===== src/rtl/dense_logit_layer.sv =====
// Four-neuron fully-connected output layer: streamed int8 MAC, arithmetic scale, saturate to int8 logits.
// Optional per-neuron bias preload is compiled in with the DENSE_BIAS_EN macro.
module dense_logit_layer #(
    parameter int N_IN  = 8,
    parameter int ACC_W = 20,
    parameter int SHIFT = 7,
    localparam int AW   = $clog2(4 * N_IN + 4)
) (
    input  logic                clk,
    input  logic                rst,
    input  logic                w_we,
    input  logic [AW-1:0]       w_addr,
    input  logic signed [7:0]   w_data,
    input  logic                in_valid,
    output logic                in_ready,
    input  logic signed [7:0]   in_data,
    output logic                out_valid,
    input  logic                out_ready,
    output logic signed [7:0]   logit0,
    output logic signed [7:0]   logit1,
    output logic signed [7:0]   logit2,
    output logic signed [7:0]   logit3,
    output logic                busy
);

    localparam int NW   = 4 * N_IN;
    localparam int WIDX = $clog2(NW);
    localparam int IW   = $clog2(N_IN);
    localparam logic signed [ACC_W-1:0] SAT_HI = ACC_W'(32'sd127);
    localparam logic signed [ACC_W-1:0] SAT_LO = ACC_W'(-32'sd128);

    typedef enum logic [1:0] {
        IDLE  = 2'd0,
        ACC   = 2'd1,
        SCALE = 2'd2,
        HOLD  = 2'd3
    } state_e;

    state_e                  state_q;
    logic [IW-1:0]           idx_q;
    logic signed [7:0]       w_q       [NW];
    logic signed [ACC_W-1:0] acc_q     [4];
    logic signed [ACC_W-1:0] acc_d     [4];
    logic signed [ACC_W-1:0] preload_s [4];
    logic signed [15:0]      prod_s    [4];
    logic signed [7:0]       logit_q   [4];
    logic signed [7:0]       logit_d   [4];
    logic                    out_valid_q;
    logic                    hs_s;
    logic                    wr_en_s;
    logic                    wr_weight_s;
`ifdef DENSE_BIAS_EN
    logic signed [7:0]       bias_q    [4];
    logic [AW-1:0]           bias_off_s;
    logic                    wr_bias_s;
`endif

    // Floor-shift (>>> rounds toward -inf) then clamp into the int8 logit range.
    function automatic logic signed [7:0] scale_sat(input logic signed [ACC_W-1:0] a);
        logic signed [ACC_W-1:0] s;
        s = a >>> SHIFT;
        if (s > SAT_HI) begin
            return 8'sd127;
        end else if (s < SAT_LO) begin
            return -8'sd128;
        end else begin
            return s[7:0];
        end
    endfunction

    assign in_ready    = (state_q == IDLE) || (state_q == ACC);
    assign busy        = (state_q != IDLE);
    assign out_valid   = out_valid_q;
    assign logit0      = logit_q[0];
    assign logit1      = logit_q[1];
    assign logit2      = logit_q[2];
    assign logit3      = logit_q[3];
    assign hs_s        = in_valid && in_ready;
    assign wr_en_s     = w_we && (state_q == IDLE);
    assign wr_weight_s = wr_en_s && (w_addr < AW'(NW));
`ifdef DENSE_BIAS_EN
    assign bias_off_s  = w_addr - AW'(NW);
    assign wr_bias_s   = wr_en_s && (w_addr >= AW'(NW)) && (bias_off_s < AW'(4));
`endif

    // MAC next-state and scaled logits; the first element starts from the preload, not acc_q.
    always_comb begin
        for (int k = 0; k < 4; k++) begin
`ifdef DENSE_BIAS_EN
            preload_s[k] = ACC_W'(bias_q[k]) <<< SHIFT;
`else
            preload_s[k] = '0;
`endif
            prod_s[k] = 16'(w_q[WIDX'(k * N_IN) + WIDX'(idx_q)]) * 16'(in_data);
            if (state_q == IDLE) begin
                acc_d[k] = preload_s[k] + ACC_W'(prod_s[k]);
            end else begin
                acc_d[k] = acc_q[k] + ACC_W'(prod_s[k]);
            end
            logit_d[k] = scale_sat(acc_q[k]);
        end
    end

    // Weight storage; writes land only while no vector is in flight.
    always_ff @(posedge clk or posedge rst) begin
        if (rst) begin
            for (int i = 0; i < NW; i++) begin
                w_q[i] <= '0;
            end
        end else if (wr_weight_s) begin
            w_q[w_addr[WIDX-1:0]] <= w_data;
        end
    end

`ifdef DENSE_BIAS_EN
    // Bias storage, same write gating as the weights.
    always_ff @(posedge clk or posedge rst) begin
        if (rst) begin
            for (int k = 0; k < 4; k++) begin
                bias_q[k] <= '0;
            end
        end else if (wr_bias_s) begin
            bias_q[bias_off_s[1:0]] <= w_data;
        end
    end
`endif

    // Vector sequencer with accumulators, index and registered logits/out_valid.
    always_ff @(posedge clk or posedge rst) begin
        if (rst) begin
            state_q     <= IDLE;
            idx_q       <= '0;
            out_valid_q <= 1'b0;
            for (int k = 0; k < 4; k++) begin
                acc_q[k]   <= '0;
                logit_q[k] <= '0;
            end
        end else begin
            case (state_q)
                IDLE: begin
                    if (hs_s) begin
                        for (int k = 0; k < 4; k++) begin
                            acc_q[k] <= acc_d[k];
                        end
                        idx_q   <= idx_q + 1'b1;
                        state_q <= ACC;
                    end else begin
                        for (int k = 0; k < 4; k++) begin
                            acc_q[k] <= preload_s[k];
                        end
                        idx_q <= '0;
                    end
                end
                ACC: begin
                    if (hs_s) begin
                        for (int k = 0; k < 4; k++) begin
                            acc_q[k] <= acc_d[k];
                        end
                        if (idx_q == IW'(N_IN - 1)) begin
                            idx_q   <= '0;
                            state_q <= SCALE;
                        end else begin
                            idx_q <= idx_q + 1'b1;
                        end
                    end
                end
                SCALE: begin
                    for (int k = 0; k < 4; k++) begin
                        logit_q[k] <= logit_d[k];
                    end
                    out_valid_q <= 1'b1;
                    state_q     <= HOLD;
                end
                HOLD: begin
                    if (out_ready) begin
                        out_valid_q <= 1'b0;
                        state_q     <= IDLE;
                        for (int k = 0; k < 4; k++) begin
                            acc_q[k] <= preload_s[k];
                        end
                    end
                end
                default: begin
                    out_valid_q <= 1'b0;
                    idx_q       <= '0;
                    state_q     <= IDLE;
                end
            endcase
        end
    end

endmodule


===== config.mk =====
export PLATFORM = sky130hd
export DESIGN_NAME = dense_logit_layer
export DESIGN_NICKNAME = d
export VERILOG_FILES = /design/src/rtl/dense_logit_layer.sv
export SDC_FILE = /design/constraint.sdc
export NUM_CORES = 2
export LEC_CHECK = 0
export BUFFER_PORTS_ARGS = -buffer_cell sky130_fd_sc_hd__buf_4
export CAP_MARGIN = 20
export CORE_ASPECT_RATIO = 1.25
export CORE_MARGIN = 8
export CORE_UTILIZATION = 55
export CTS_CLUSTER_SIZE = 14
export DETAILED_ROUTE_END_ITERATION = 8
export HOLD_SLACK_MARGIN = 0.1
export PLACE_DENSITY = 0.72
export REMOVE_ABC_BUFFERS = 1
export SLEW_MARGIN = 10
export SYNTH_ARGS = -nofsm -noshare
export SYNTH_HDL_FRONTEND = slang
export SYNTH_SLANG_ARGS = --single-unit

===== constraint.sdc =====
create_clock -name clk -period 14 [get_ports clk]
set_input_delay 1.4 -clock clk [delete_from_list [all_inputs] [get_ports clk]]
set_output_delay 1.4 -clock clk [all_outputs]
set_load 0.01 [all_outputs]

# --- Yosys cells after proc, flatten, opt, wreduce, memory -nomap -nowiden ---
# Cells that the tools add are included.
word_totals:
  in_bits: 27
  elab_cells: 139
  output_inout_bits: 35
  register_bits: 374
op_classes:
  n_reduce_logical: 14
  n_mux: 42
  multipliers: 4
  n_addsub: 8
  eq_ne: 8
  bitwise: 5
  order_cmp: 15
op_table:
  columns: ["operator", "count"]
  rows:
  - ["256-bit bitwise mux", 1]
  - ["80-bit 2-to-1 mux", 3]
  - ["80-bit one-hot mux with 3 select lines", 1]
  - ["8-bit binary-select mux with 5-bit select", 4]
  - ["8-bit 2-to-1 mux", 17]
  - ["20-bit by 16-bit adder with 20-bit output", 4]
  - ["20-bit 2-to-1 mux", 4]
  - ["8-bit by 8-bit multiplier with 16-bit output", 4]
  - ["13-bit by 8-bit > comparator with 1-bit output (second input constant)", 4]
  - ["13-bit by 8-bit less-than comparator with 1-bit output (second input constant)", 4]
  - ["8-bit demux with 5-bit select", 1]
  - ["6-bit greater-or-equal comparator (second input constant)", 5]
  - ["5-bit inverter with 6-bit output", 4]
  - ["3-bit 2-to-1 mux", 3]
  - ["2-bit 2-to-1 mux", 4]
  - ["2-bit one-hot mux with 4 select lines", 1]
  - ["6-bit by 1-bit less-than comparator with 1-bit output (second input constant)", 1]
  - ["6-bit less-than comparator (second input constant)", 1]
  - ["2-bit != test (second input constant)", 3]
  - ["3-bit inverter with 6-bit output", 1]
  - ["3-bit one-hot mux with 2 select lines", 1]
  - ["2-bit nonzero test", 3]
  - ["4-bit by 3-bit adder with 5-bit output (first input constant)", 1]
  - ["4-bit by 4-bit adder with 5-bit output (first input constant)", 1]
  - ["other kinds (15)", 20]

# --- Depth between registers and ports, before layout ---
logic_depth:
  word_depth: 10
  ltp_mapped: 32

# --- Worst setup path after synthesis ---
# Ideal clock, no wire load.
synth_timing:
  path_type: "reg-to-reg"
  from: "register idx_q[1]"
  to: "register acc_q[58] (netlist bit)"
  setup_ns: 0.086
  arrival_time_ns: 7.429
  required_time_ns: 13.914
  setup_slack_ns: 6.485
  stages_incl_launch_ff: 26
  path_cell_list: "dfrtp_1 -> buf_1 -> clkbuf_1 -> clkbuf_1 -> mux4_2 -> mux2i_1 -> nor2b_1 -> fa_1 -> fa_1 -> fa_1 -> inv_1 -> fa_1 -> inv_1 -> ha_1 -> or3_1 -> o2111a_1 -> a22o_1 -> o41ai_1 -> xnor2_1 -> ha_1 -> and3_1 -> a221o_1 -> a31oi_1 -> o21ai_1 -> and4_1 -> nor3_1"
synth_between:
  elab_chain_cells: 10
synth_lines:
  columns: ["element", "line", "text"]
  rows:
  - ["from (decl)", "40", "logic [IW-1:0] idx_q;"]
  - ["from (signal assigned)", "145", "idx_q <= idx_q + 1'b1;"]
  - ["from (signal assigned)", "163", "idx_q <= idx_q + 1'b1;"]
  - ["4-bit by 3-bit adder with 5-bit output *", "94", "prod_s[k] = 16'(w_q[WIDX'(k * N_IN) + WIDX'(idx_q)]) * 16'(in_data);"]
  - ["5-bit inverter with 6-bit output (implied by the code) *", "94", null]
  - ["8-bit binary-select mux with 5-bit select *", "94", null]
  - ["8-bit 2-to-1 mux (implied by the code) * (2 in series)", "94", null]
  - ["8-bit by 8-bit multiplier with 16-bit output *", "94", null]
  - ["20-bit by 16-bit adder with 20-bit output", "98", "acc_d[k] = acc_q[k] + ACC_W'(prod_s[k]);"]
  - ["20-bit 2-to-1 mux *", "95", "if (state_q == IDLE) begin"]
  - ["80-bit 2-to-1 mux, on equally long branches", "155, 141", null]
  - ["80-bit one-hot mux with 3 select lines *", "139", "case (state_q)"]
  - ["to (signal, indexed assignment)", "143", "acc_q[k] <= acc_d[k];"]
  - ["to (signal, indexed assignment)", "149", "acc_q[k] <= preload_s[k];"]
  - ["to (signal, indexed assignment)", "157", "acc_q[k] <= acc_d[k];"]
  - ["to (decl)", "42", "logic signed [ACC_W-1:0] acc_q [4];"]
# Mark *: on every way between the ends. The rest lies on a longest branch, timed or not. The select of a mux whose other input is x is not followed.
# A chain may end at the register's enable or synchronous reset.

# --- Final worst setup path ---
layout_timing:
  from: "register idx_q[0]"
  to: "register acc_q[79] (netlist bit)"
layout_between:
  elab_chain_cells: 9
layout_lines:
  columns: ["element", "line"]
  rows:
  - ["3-bit inverter with 6-bit output (implied by the code) *", "94"]
  - ["8-bit binary-select mux with 5-bit select *", "94"]
  - ["8-bit 2-to-1 mux (implied by the code) * (2 in series)", "94"]
  - ["8-bit by 8-bit multiplier with 16-bit output *", "94"]
  - ["20-bit by 16-bit adder with 20-bit output", "98"]
  - ["20-bit 2-to-1 mux *", "95"]
  - ["80-bit 2-to-1 mux, on equally long branches", "155, 141"]
  - ["80-bit one-hot mux with 3 select lines *", "139"]
# Marks and branches as above.

==> qor.yml <==
routed_via_density: 5.66
layout-drive-gt1-share: 0.168
drt_wl_total_um: 67200
grt_pass1_wl_um: 113000
place.detailed.hpwl_um: 48500
postSynth.topFlopCell: "dfrtp_1"
finalPower_mw: 8.23
post_route_clock_skew_ns: 0.0278
synth_fa_ha_area_frac: 0.231
rsz0062_at_grt: "no"
synth_top_area_share: 0.309
cts_num_sinks: 374
number_of_synthesized_flops_with_an_enable_pin: 0
dr.pass1.iters: 5
post_synth_most_frequent_cells: "inv_1, dfrtp_1, mux2_2"
gp_congestion: 0.870
grt_start_max_net_pins: 140
synth.distinct_cells: 73
crit_path_top_delay_cell: "dfrtp_4"
antenna_violations_before_repair: 0
worst_slew_margin_rel: 0.306
grt_pass1_vias: 22300
design.die.area_um2: 63000
crit_path_launch_type: "flip-flop"
finalNetCount: 3353
timing.critical_path.fanout_max: 39
final_design_utilization: 0.600
worst_r2r_path_depth: 25
post_synth_main_area_contributors: "dfrtp_1, fa_1, mux2_2"
ys_seq_elements: 374
placement.cell_area_um2: 31400
diodes: 0
transition_time_of_the_tightest_slew_check_pin_ns: 1.04
setup_violations: 0
period_share: 0.626
post-cts-setup-buffers: 0
synth_top_cell_by_area: "dfrtp_1"
yosys.area_share.simple: 0.107
synth_xor_xnor_area_share: 0.0344
floorplan_core_area_um2: 54700
stage_delay_of_the_slowest_cell_on_the_critical_path_ns: 0.79
fin_tns_setup_ns: 0
route.vias.total: 20800
chipWidth_um: 226
die-height_um: 279
design_area_um2: 32800
yosysMostFrequentCell: "inv_1"
worstSkewPairLatency_ns: 0.59
peakVddDrop_mv: 0.167
post-place-ws_ns: 5.20
p_leak_nw: 16.0
synth_top_family_by_area: "adder cells"
timing.setup.critical_path_class: "flip-flop to flip-flop"
critPathBufInv: 4
cts_resized: 0
synth-warning-count: 0
setup.worst_path.end_class: "flip-flop"
syn_inst: 2897
setup_slack_ns: 5.23
cts_max_path_buffers: 3
run_status: "finished, final reports clean"
rows: 96
syn2layout_area_growth_pct: 8.20
route.detailed.wl_per_inst_um: 18.3
cts_tree: "yes"
place_inst: 3591
synth-seq-area-share: 0.309
muxShareOfSynthArea: 0.160
num_io_pins: 62
grt_overflow_total: 0
clock-root-buffer: "clkbuf_16"
worst_hold_path.num_cells: 2
maxSlewViolCount: 0
drt_iter0_markers: 1274
overall_routing_resource_usage: 0.218
numPortBuffers: 61
detail_route.drc_violations: 0
critPathMostFrequentCell: "fa_1"
holdCritPathClass: "flip-flop to flip-flop"
syn-cell-area_um2: 30300
tritoncts.num_buffers: 41
path_depth: 25
power_per_cell_area_nw_per_um2: 251
clkTransAtPathRegs_ns: 0.06
final_period_minus_worst_setup_slack_ns: 8.77
fmax_mhz: 114
final.hold.worst_slack_ns: 0.490
synth_compound_area_frac: 0.0937
start_util: 0.555
critPathArrivalTime_ns: 9.23
post_layout_nonfiller_instances: 3666
drv.max_cap_violation_count: 0
timing_hold_violations_final: 0
cts-hold-fix-buffers: 0
detail-route-antenna-nets: 0
path_delay_family: "adder cells"
cp_data_required_time_ns: 14.46
syn_area_per_cell_um2: 10.5
synthArstFlopShare: 1.00
h-tree-depth: 2
flip-flops by register name, indices dropped and copies added, names as in the netlist:
| name | flops |
|---|---|
| w_q | 256 |
| acc_q | 80 |
| state_q | 2 |
| out_valid | 1 |
| logit3 | 8 |
| idx_q | 3 |
| logit1 | 8 |
| logit2 | 8 |
| logit0 | 8 |
metal layers:
metal / up-vias / wire [µm] / global-route usage
li1: 9738 / - / -
met1: 10500 / 29700 / 0.280
met2: 386 / 33400 / 0.383
met3: 120 / 2380 / 0.0254
met4: 0 / 1720 / 0.0681
met5: - / 0 / 0
final cells by class:
| cell class | instances | area (µm²) |
|---|---|---|
| Fill cell | 4415 | 21800 |
| Multi-Input combinational cell | 2002 | 19000 |
| Sequential cell | 374 | 9370 |
| Inverter | 406 | 1530 |
| Clock buffer | 59 | 1170 |
| Tap cell | 735 | 920 |
| Timing Repair Buffer | 75 | 587 |
| Clock inverter | 15 | 214 |
tightest hold or removal path: cells and delay by family, from the launching register on:
family	cells	cell delay, ns
and+or+nand+nor	1	0.05
AOI/OAI and AO/OA	1	0.06
DFF	1	0.35
path summary, 6_finish.rpt:
kind | start | end | slack, ns
setup / recovery | idx_q[0]$_DFFE_PP0P_ | acc_q[79]$_DFFE_PP0P_ | 5.23
hold / removal | acc_q[0]$_DFFE_PP0P_ | acc_q[0]$_DFFE_PP0P_ | 0.49
setup reg to reg | idx_q[0]$_DFFE_PP0P_ | acc_q[79]$_DFFE_PP0P_ | 5.23
hold reg to reg | acc_q[0]$_DFFE_PP0P_ | acc_q[0]$_DFFE_PP0P_ | 0.49
max in group asynchronous | rst | w_q[205]$_DFFE_PP0P_ | 10.81
min in group asynchronous | rst | w_q[146]$_DFFE_PP0P_ | 1.04
power breakdown:
group / switching, mW / internal, mW
clock network: 0.469 / 0.645
registers: 0.165 / 1.32
logic: 3.26 / 2.37
total: 3.89 / 4.33
cell families (layout without fill, tap and decap cells):
group | count (synthesis) | after routing
AOI/OAI and AO/OA | 449 | 449
xor gates and xnor gates | 119 | 119
adders and majority gates | 426 | 426
buffers and inverters | 521 | 555
DFF | 374 | 374
muxes | 371 | 371
and+or+nand+nor | 637 | 637
cells in the final DEF, fill, tap and decap left out, types with 64 or more instances in the layout:
master and count:
fa_1 224, o21ai_0 127, nor2_1 113, xnor2_1 83
inv_1 403, mux2_2 268, mux4_2 64, nand2_1 167
ha_1 200, dfrtp_1 371, a21oi_1 100, nor2b_1 144
buf_4 73
Note: power is estimated with default switching activity, not from simulation.
